--- src/rtl/gpr_file.sv ---
// Parametrised general-purpose register file: NRP combinational read ports, one write port,
// sequential clear engine after reset, hard-wired zero register. `GPR_BYPASS_EN adds write-to-read bypass.
module gpr_file #(
  parameter int XLEN = 32,
  parameter int NREG = 32,
  parameter int AW   = 5,
  parameter int NRP  = 2
) (
  input  logic                clk,
  input  logic                rst,
  output logic                init_busy,
  input  logic                gpr_we,
  input  logic [AW-1:0]       gpr_rd,
  input  logic                wsel,
  input  logic [XLEN-1:0]     gpr_di,
  input  logic [XLEN-1:0]     csr_rdata,
  input  logic [NRP*AW-1:0]   gpr_ra,
  output logic [NRP*XLEN-1:0] q
);

  typedef enum logic {INIT, RUN} state_t;

  state_t          state;
  logic [AW-1:0]   clr_idx;
  logic [XLEN-1:0] mem [NREG];
  logic            wr_en;
  logic [XLEN-1:0] wdata;

  assign wr_en = (state == RUN) && gpr_we && (gpr_rd != '0);
  assign wdata = wsel ? csr_rdata : gpr_di;

  // NOTE: sequential state is updated with non-blocking assignments so every flop samples pre-edge values.
  always_ff @(posedge clk) begin
    if (rst) begin
      state     <= INIT;
      clr_idx   <= '0;
      init_busy <= 1'b1;
    end else begin
      case (state)
        INIT: begin
          clr_idx <= clr_idx + AW'(1);
          if (clr_idx == AW'(NREG - 1)) begin
            state     <= RUN;
            init_busy <= 1'b0;
          end
        end
        default: init_busy <= 1'b0;
      endcase
    end
  end

  // NOTE: the array has no reset branch so it maps onto plain RAM; the clear engine zeroes it one word per cycle.
  always_ff @(posedge clk) begin
    if (!rst) begin
      if (state == INIT) begin
        mem[clr_idx] <= '0;
      end else if (wr_en) begin
        mem[gpr_rd] <= wdata;
      end
    end
  end

  for (genvar p = 0; p < NRP; p++) begin : g_rport
    logic [AW-1:0]   ra;
    logic [XLEN-1:0] rd_data;

    assign ra = gpr_ra[p*AW +: AW];

    // NOTE: rd_data gets a default on entry so no path through the block can infer a latch.
    always_comb begin
      rd_data = mem[ra];
`ifdef GPR_BYPASS_EN
      if (wr_en && (ra == gpr_rd)) begin
        rd_data = wdata;
      end
`endif
      // Zero register and the clear window win over stored or bypassed data.
      if (init_busy || (ra == '0)) begin
        rd_data = '0;
      end
    end

    assign q[p*XLEN +: XLEN] = rd_data;
  end

endmodule

--- config.mk ---
export PLATFORM = sky130hd
export DESIGN_NAME = gpr_file
export DESIGN_NICKNAME = d
export VERILOG_FILES = /design/src/rtl/gpr_file.sv
export SDC_FILE = /design/constraint.sdc
export NUM_CORES = 1
export LEC_CHECK = 0
export CORE_ASPECT_RATIO = 0.75
export CORE_MARGIN = 2
export CORE_UTILIZATION = 50
export DETAILED_ROUTE_END_ITERATION = 7
export DONT_BUFFER_PORTS = 1
export PLACE_DENSITY = 0.68
export REMOVE_ABC_BUFFERS = 1
export SLEW_MARGIN = 40
export SYNTH_ARGS = -nofsm -noshare
export SYNTH_HDL_FRONTEND = slang
export SYNTH_SLANG_ARGS = --single-unit
--- constraint.sdc ---
create_clock -name clk -period 4.5 [get_ports clk]
set_input_delay 0 -clock clk [delete_from_list [all_inputs] [get_ports clk]]
set_output_delay 0 -clock clk [all_outputs]
set_load 0.01 [all_outputs]
Word level (Yosys, flattened, before mapping)

Memory sizes are Yosys's and may differ from the RTL's.
Cells that the tools add are included.

Flip-flop bits (word level): 7
Memory bits (writable): 1024
Input bits: 83
Output and inout bits: 65
Logic and storage cells: 32
Memories: 1

Add/sub/neg operators: 1
Equality and inequality tests: 1
Mux-type cells: 17
Reduce and logical (&&, ||, !) cells: 9

Memory list:

| name | words | width | read ports | clocked after memory_dff | write ports | RTL line | text |
|---|---|---|---|---|---|---|---|
| mem  | 32    | 32    | 2          | 0                        | 1           | 25       | `logic [XLEN-1:0] mem [NREG];` |

Operator list:

| operator              | number |
|---|---|
| $mux W32              | 4 |
| $reduce_or A32 Y1     | 1 |
| $mux W1               | 12 |
| $logic_not A5 Y1      | 2 |
| $add A5 B1 Y5 const B | 1 |
| $eq A5 B5 Y1 const B  | 1 |
| $mux W5               | 1 |
| $reduce_bool A5 Y1    | 1 |
| $logic_and A1 B1 Y1   | 2 |
| $logic_or A1 B1 Y1    | 2 |
| $reduce_bool A2 Y1    | 1 |

Depth between registers and ports, before layout

Gate-level depths: netlist (run 1).

Depth in word-level cells: 8
Gate-level depth with buffers: 9
Mapped depth without buffers: 5

Worst setup path before layout (run 1)

OpenSTA, ideal clock, no wires.

Kind: register -> register
Start point: register state
End point: memory mem[15][0], enable pin
Setup time: 0.502 ns
Arrival: 4.228 ns
Data required time: 3.998 ns
Slack: -0.229 ns
Cell stages (with the launch flop): 6
Path buffers: 1
Clock period less this slack: 4.729 ns
Cell sequence: dfxtp_1 buf_2 nand3b_1 a21oi_1 o21ai_1 nor4_1

Word-level cells in the longest chain between the ends: 8
Elaborated cells between the ends (all ways): 12
Those cells by class: 9 x mux; 3 x reduce/logical

RTL lines:

| item                                                       | RTL line | text |
|---|---|---|
| start, declared                                            | 23       | `state_t state;` |
| start signal, assigned                                     | 35       | `state <= INIT;` |
| start signal, assigned                                     | 43       | `state <= RUN;` |
| $logic_and A1 B1 Y1 (2 in a row)                           | 29       | `assign wr_en = (state == RUN) && gpr_we && (gpr_rd != '0);` |
| $mux W1                                                    | 57       | `end else if (wr_en) begin` |
| $mux W1                                                    | 55       | `if (state == INIT) begin` |
| $mux W1                                                    | 54       | `if (!rst) begin` |
| $mux W1 (implied by the code)                              | 58       | `mem[gpr_rd] <= wdata;` |
| $reduce_or A32 Y1 (no source line)                         | --       |  |
| $mux W5 (no source line) / $mux W1 (equally long branches) | --       |  |
| end, declared                                              | 25       |  |

Parallel ways exist; a longest one is shown, timed or not.

Final worst setup path (run 1)

Start point: input gpr_ra[0]
End point: output q[18]

Word-level cells in the longest chain between the ends: 3
Elaborated cells between the ends (all ways): 4
Those cells by class: 1 x mux; 2 x reduce/logical; 1 x memory

RTL lines:

| item                                                    | RTL line | text |
|---|---|---|
| start, declared                                         | 17       | `input logic [NRP*AW-1:0] gpr_ra,` |
| branches (longest 2 deep; another with $mem_v2 Z32 W32) | --       |  |
| $mux W32 *                                              | 78       | `if (init_busy \|\| (ra == '0)) begin` |
| end, declared                                           | 18       | `output logic [NRP*XLEN-1:0] q` |

Mark *: on every way between the ends.

==> summary.md, run 1 <==
| Metric | Value |
|---|---|
| Status | complete, no violations |
| Synth Area in Adders | less than 1% |
| FF-to-FF End | mem[26][16]$_DFFE_PP_ |
| Slew Limit Headroom | between 30 and 40% |
| Crit path capture type | output port |
| Starting Density | 50.2% |
| Tcrit/Tclk final | ~75% |
| Worst Path Required | about 4500 ps |
| Footprint of the multi-input gates | between 15000 and 20000 µm² |
| Final Max Slew Viols | 0 |
| Cell row count | about 100 |
| Core area | slightly below 100000 µm² |
| Cell count along the critical path | 7 |
| Xor-xnor portion of the synthesized cell area | less than 1% |
| EDFF count, synth | ~1000 |
| RR Startpoint | state$_SDFF_PP0_ |
| Leakage | approximately 16 nW |
| CP arrival | about 3400 ps |
| Max Cap Violations | 0 |
| Crit path capture | q[18] |
| Drt first pass iters | 6 |
| Initial antenna violation count | 2 |
| Starting DRT DRC Count | around 4600 |
| Pre-CTS worst setup slack | between 1000 and 1500 ps |
| Vias in the first global route | between 30000 and 40000 |
| # diodes | 0 |
| Total gr overflow | 0 |
| Kind of critical path | in2out |
| I/O pins | between 100 and 150 |
| Synth Area in Compound Gates | roughly 6.7% |
| Routed WL per cell | about 35 µm |
| PwrDens | 359 nW/µm² |
| Largest net degree at the start of global routing | just over 400 |
| Synth top area share | about 63% |
| Post-synth top area cell | edfxtp_1 |
| Top-count cell post-synth | edfxtp_1 |
| Synthesized flop and latch total | just over 1000 |
| Layout Utilization | a little under three fifths |
| GR Layer Usage met1 | 44.4% |
| Asr flop ratio synth | 0% |
| Endpoints failing setup | 0 |
| Via count | around 31000 |
| Met3 Usage GRT | between 10 and 15% |
| Unrepaired setup endpoints after global routing | false |
| Max Buffers Root-to-Sink | 3 |
| Final WL | around 160000 µm |
| Gpl congestion | 0.925 |
| Sequential cell area | 30900 µm² |
| Yosys warns | 0 |
| Max VDD drop | approximately 0.31 mV |
| Ys flop type | edfxtp_1 |
| Worst stage delay on the critical path | between 500 and 600 ps |
| Die X | 364 µm |
| Clk pin slew, worst setup/hold paths | 60 ps |
| Antenna-violating nets left | 0 |
| Final Worst Setup Slack | about 1100 ps |
| First-pass GRT wire length | approximately 220000 µm |
| Port bufs | 0 |
| CP max-delay cell | buf_16 |
| Top post-synthesis cells by count | edfxtp_1, mux2i_1, mux4_2 |
| Critical Path Start Type | input pin |
| Dominant cells by area after synthesis | edfxtp_1, mux4_2, mux2i_1 |
| Crit path buffers/inverters | 3 |
| Fmax | 0.296 GHz |
| CTS Buf Count | between 90 and 100 |
| Area delta synth->final | 12.1% |
| Total track usage | between 30 and 40% |
| Crit-path leading delay family | buffers and inverters |
| Hold Crit Class | in2reg |
| Share of cells above drive strength 1 | between 20 and 25% |
| CTS tree | done |
| # DRC | 0 |
| Global routing usage on met2 | ~45% |
| Cell area after synthesis | slightly below 50000 µm² |
| Sequential-to-total area share from yosys stat | 63.5% |
| Post-cts gate resize count | 0 |
| Largest family of logic cells by synthesized area | multiplexers |
| Hold path startpoint | gpr_rd[1] |
| Critical Path Fanout Max | between 100 and 150 |
| Avg Cell Area, Syn | 16.2 µm² |
| Layout Nets | 3132 |
| Reg2reg setup slack | between 1000 and 1500 ps |
| Overall Power | just under 20 mW |
| Mux cell area share after synthesis | 22.1% |
| Most repeated library cell on the critical path | buf_16 |
| CP startpoint | gpr_ra[0] |
| Clock Latency Late Sink | about 700 ps |
| Full die area | roughly 100000 µm² |
| H-tree level count | 3 |
| Post-synthesis simple-gate area fraction | under 10% |
| Tmin final | approximately 3400 ps |
| Synth cell types | between 50 and 60 |
| Die Y | about 270 µm |
| Actual slew at the worst max-slew pin | about 970 ps |
| Post-DR vias/cell | between 7 and 8 |
| Cells after Synth | 2998 |
| CP Cell Sequence | buf_16, buf_16, buf_16, mux4_2, and3_1, a21oi_1, nand4_1 |
| Fill cells | 7329 |
| DP Wirelength | around 90000 µm |
| Clk root buf | clkbuf_16 |
| Clk sink count | 1031 |
| Busiest grt layer | met2 |
| Fin. Hold Viols | 0 |
| Worst r2r path cells | 5 |
| Skew final | approximately 21 ps |
==> cell usage in the layout, fill, tap and decap left out, drive strengths merged, types with 3 or more instances in the layout <==
cell         count
a211oi          65
a21oi           58
a22oi          170
a31oi            6
a32oi            8
and2             5
and3            25
buf            126
bufinv           7
clkbuf         115
clkinv          49
clkinvlp         5
dfxtp            7
dlygate4sd3     60
edfxtp        1024
inv             10
mux2           195
mux2i          325
mux4           236
nand2           68
nand2b           6
nand3          104
nand4           64
nand4b           3
nor2            62
nor2b           70
nor3            26
nor3b            4
nor4             5
o21ai           66
o22ai           67
o31a            31
or2              3
or3             32
==> tightest hold or removal path: stages <==
cell	delay [ps]
nor2_1	30
a22oi_1	140
buf_4	270
nor2_4	120
==> cell type report <==
cell class                      instances  share of cell area [%]
Sequential cell                      1031                    56.6
Tap cell                             1313                    3.01
Clock buffer                          114                    4.69
Multi-Input combinational cell       1724                    31.2
Timing Repair Buffer                  187                    3.37
Inverter                                4                  0.0275
Clock inverter                         67                    1.05
==> logic make-up after synthesis <==
kind of cell    Yosys count
mux                     756
flops                  1031
simple gates            484
compound gates          479
fa+ha+maj                 2
buf+inv                 243
xor+xnor                  3
==> registers in the layout, indices dropped and copies added (netlist names) <==
register and flops:
clr_idx 5, init_busy 1, mem 1024, state 1
==> where the power goes <==
group	switching, mW	internal (mW)	leakage, nW
clock network	3.69	4.49	1.52
logic	0.485	0.435	6.35
registers	0.0332	10.5	7.98
==> stage by stage <==
step                hold slack (ps)  cell area, µm²  std cells  TNS, ps
floorplan                      72.4           47600       2759  -113900
global placement               76.3           50400       4184        0
detailed placement             79.1           50600       4193        0
CTS                           0.367           54400       4434        0
global route                   42.0           54500       4440        0
finish                         63.9           54500       4440        0
==> worst min path at each step <==
| stage | endpoint | slack [ps] | cells after the start |
|---|---|---|---|
| floorplan | clr_idx[0]$_SDFFE_PP0N_ | 70 | 1 |
| finish | mem[1][30]$_DFFE_PP_ | 60 | 4 |
| global placement | clr_idx[1]$_SDFFE_PP0N_ | 80 | 1 |
| CTS | mem[1][24]$_DFFE_PP_ | 0.4 | 4 |
| detailed placement | clr_idx[3]$_SDFFE_PP0N_ | 80 | 1 |
| global route | mem[1][30]$_DFFE_PP_ | 40 | 4 |
==> what timing repair did <==
| item | CTS | global route |
|---|---|---|
| hold endpoints to repair | 934 | 0 |
| hold buffers | 60 | 0 |
| endpoints found under the setup margin | 0 | 0 |
| setup buffers | 0 | 0 |
==> routing by layer <==
layer,vias to the layer above,share of wire [%]
met5,-,0
met3,352,16
met2,2401,43
li1,12500,-
met1,15900,38
met4,0,3.3
Note: power is estimated with default switching activity, not from simulation.
==> run 2: changes to the inputs <==
==> constraint.sdc (replaced) <==
create_clock -name clk -period 2.7 [get_ports clk]
set_input_delay 0 -clock clk [delete_from_list [all_inputs] [get_ports clk]]
set_output_delay 0 -clock clk [all_outputs]
set_load 0.01 [all_outputs]
==> run 2 against run 1 <==
  * The run now ends with design-rule violations, max-slew violations, negative setup slack left
  * Core utilization is 1.2 points higher
  * Total power is 74% higher
  * Combinational power is 49% higher
  * Worst hold slack better by 9.7 ps
  * Via count is 0.84% higher
  * Sequential share of layout area is 1.1 points lower
  * Clock power is 87% higher
  * Critical path depth is 2 lower
==> summary.md, run 2 (synthesized netlist as in run 1, its figures left out) <==
| Metric | Value |
|---|---|
| Starting Density | 50.2% (unchanged) |
| Clk pin slew, worst setup/hold paths | 60 ps (about the same) |
| Crit path capture type | output port |
| Drt first pass iters | 8 (+2) |
| Max VDD drop | 0.557 mV (+77%) |
| Area delta synth->final | 14.4% |
| Worst Path Required | 2700 ps (-1800 ps) |
| Skew final | 21.3 ps (+0.00670 ps) |
| Setup TNS | -27.3 ps (-27.3 ps) |
| Failing checks | design-rule violations, max-slew violations, negative setup slack |
| # DRC | 4 (+4) |
| Global routing usage on met2 | 46.2% (+1.6 points) |
| Leakage | 16.3 nW (+3.0%) |
| Slew Limit Headroom | -8.33% (-44 points) |
| Full die area | 99900 µm² (unchanged) |
| Met3 Usage GRT | 8.00% (-3.3 points) |
| Most frequent cells in the layout | edfxtp_1, mux2i_1, mux4_2 |
| Overall Power | 34.2 mW (+74%) |
| Max FFs per register | 1024 (unchanged) |
| Final WL | 156000 µm (+0.26%) |
| Fmax | about 0.37 GHz |
| Busiest grt layer | met2 |
| Via count | 31400 (+0.84%) |
| Starting DRT DRC Count | 4396 (-5.4%) |
| GR Layer Usage met1 | 43.9% (-0.56 points) |
| Gpl congestion | 0.907 (-2.0%) |
| Most common cell after layout, fill and taps aside | edfxtp_1 |
| Share of cells above drive strength 1 | 26.0% (+1.5 points) |
| Core area | 96900 µm² (unchanged) |
| Critical Path Fanout Max | 404 (+220%) |
| PwrDens | 614 nW/µm² (+71%) |
| Critical Path Start Type | input pin |
| Post-DR vias/cell | 7.01 (-0.15%) |
| I/O pins | 148 (unchanged) |
| Actual slew at the worst max-slew pin | 1620 ps (+657 ps) |
| Vias in the first global route | 31000 (+0.66%) |
| First-pass GRT wire length | 220000 µm (-0.29%) |
| Cell row count | 99 (unchanged) |
| Placed Area | 51100 µm² (+0.87%) |
| Hold Crit Class | in2reg |
| Initial antenna violation count | 4 (+2) |
| Clock Latency Late Sink | 720 ps (+20 ps) |
| Pre-CTS worst setup slack | 190 ps (-1230 ps) |
| Largest Register | mem |
| Die Y | 274 µm (unchanged) |
| Clk sink count | 1031 (unchanged) |
| Fin cells | 4484 (+0.99%) |
| Clk root buf | clkbuf_16 |
| Final Max Slew Viols | 82 (+82) |
| DP Wirelength | 89400 µm (+0.59%) |
| Largest net degree at the start of global routing | 405 (unchanged) |
| Status | complete, but fails checks |
| CTS Buf Count | 102 (+3.0%) |
| Fill cells | 7275 (-0.74%) |
| # diodes | 0 (unchanged) |
| Port bufs | 0 (unchanged) |
| Total track usage | 30.8% (-0.26 points) |
| Layout Nets | 3171 (+1.2%) |
| Kind of critical path | in2out |
| Tmin final | roughly 2700 ps |
| Tcrit/Tclk final | 101% |
| Post-Place Cells | 4214 (+0.50%) |
| Die X | 364 µm (unchanged) |
| Final Instance Area | 55600 µm² (+2.0%) |
| Unrepaired setup endpoints after global routing | true |
| Antenna-violating nets left | 0 (unchanged) |
| CTS tree | done |
| Endpoints failing setup | 1 (+1) |
| Total gr overflow | 0 (unchanged) |
| Max Buffers Root-to-Sink | 3 (unchanged) |
| Final Worst Setup Slack | -27.3 ps (-1150 ps) |
| Routed WL per cell | 34.7 µm (-0.73%) |
| CP arrival | 2730 ps (-650 ps) |
| Biggest regs | mem (1024), clr_idx (5) |
| Max Cap Violations | 0 (unchanged) |
| Fin. Hold Viols | 0 (unchanged) |
| H-tree level count | 3 (unchanged) |
-- run 2: worst max-delay path, stage by stage --
cell and delay, ps:
mux4_2 970, and3_1 220, a21oi_2 130, nand4_1 400, buf_4 310
-- run 2: report_power, final --
part | internal, mW | leakage, nW | switching, mW
Sequential | 17.5 | 7.98 | 0.0558
Clock | 9.03 | 1.75 | 6.28
Combinational | 0.745 | 6.61 | 0.626
-- run 2: timing repair --
item	in CTS	in global routing
pin swaps	4	15
endpoints found under the hold margin	1039	0
setup buffers	4	10
gates cloned	0	3
endpoints found under the setup margin	50	7
resized for setup	18	15
hold buffers	66	0
-- run 2: metrics by stage --
stage          hold WS, ps  utilization, %
2_1_floorplan         72.4               -
3_3_place_gp          74.7            52.7
3_5_place_dp          76.3            52.7
4_1_cts               26.8            57.2
5_1_grt               53.3            57.5
6_report              73.7            57.5
-- run 2: path summary, 6_finish.rpt --
| check | to | cells after the start | start | slack [ps] |
|---|---|---|---|---|
| worst min-delay path | mem[7][11]$_DFFE_PP_ | 4 | rst | 70 |
| worst max-delay path | q[18] | 5 | gpr_ra[0] | -30 |
| worst min register to register | clr_idx[1]$_SDFFE_PP0N_ | 2 | clr_idx[1]$_SDFFE_PP0N_ | 630 |
| worst max register to register | mem[29][16]$_DFFE_PP_ | 6 | state$_SDFF_PP0_ | 190 |
-- run 2: cell type report --
class | count | area [µm²] | area share, %
Sequential cell | 1031 | 30900 | 55.5
Multi-Input combinational cell | 1725 | 17100 | 30.7
Clock buffer | 123 | 2690 | 4.84
Timing Repair Buffer | 222 | 2400 | 4.31
Tap cell | 1313 | 1640 | 2.95
Clock inverter | 66 | 900 | 1.62
Inverter | 4 | 15.0 | 0.0270
-- run 2: per-layer routing --
layer,up-vias,wire length [µm]
met5,-,13
met4,2,5860
met3,366,20700
met2,2336,69300
met1,16200,59800
li1,12500,-
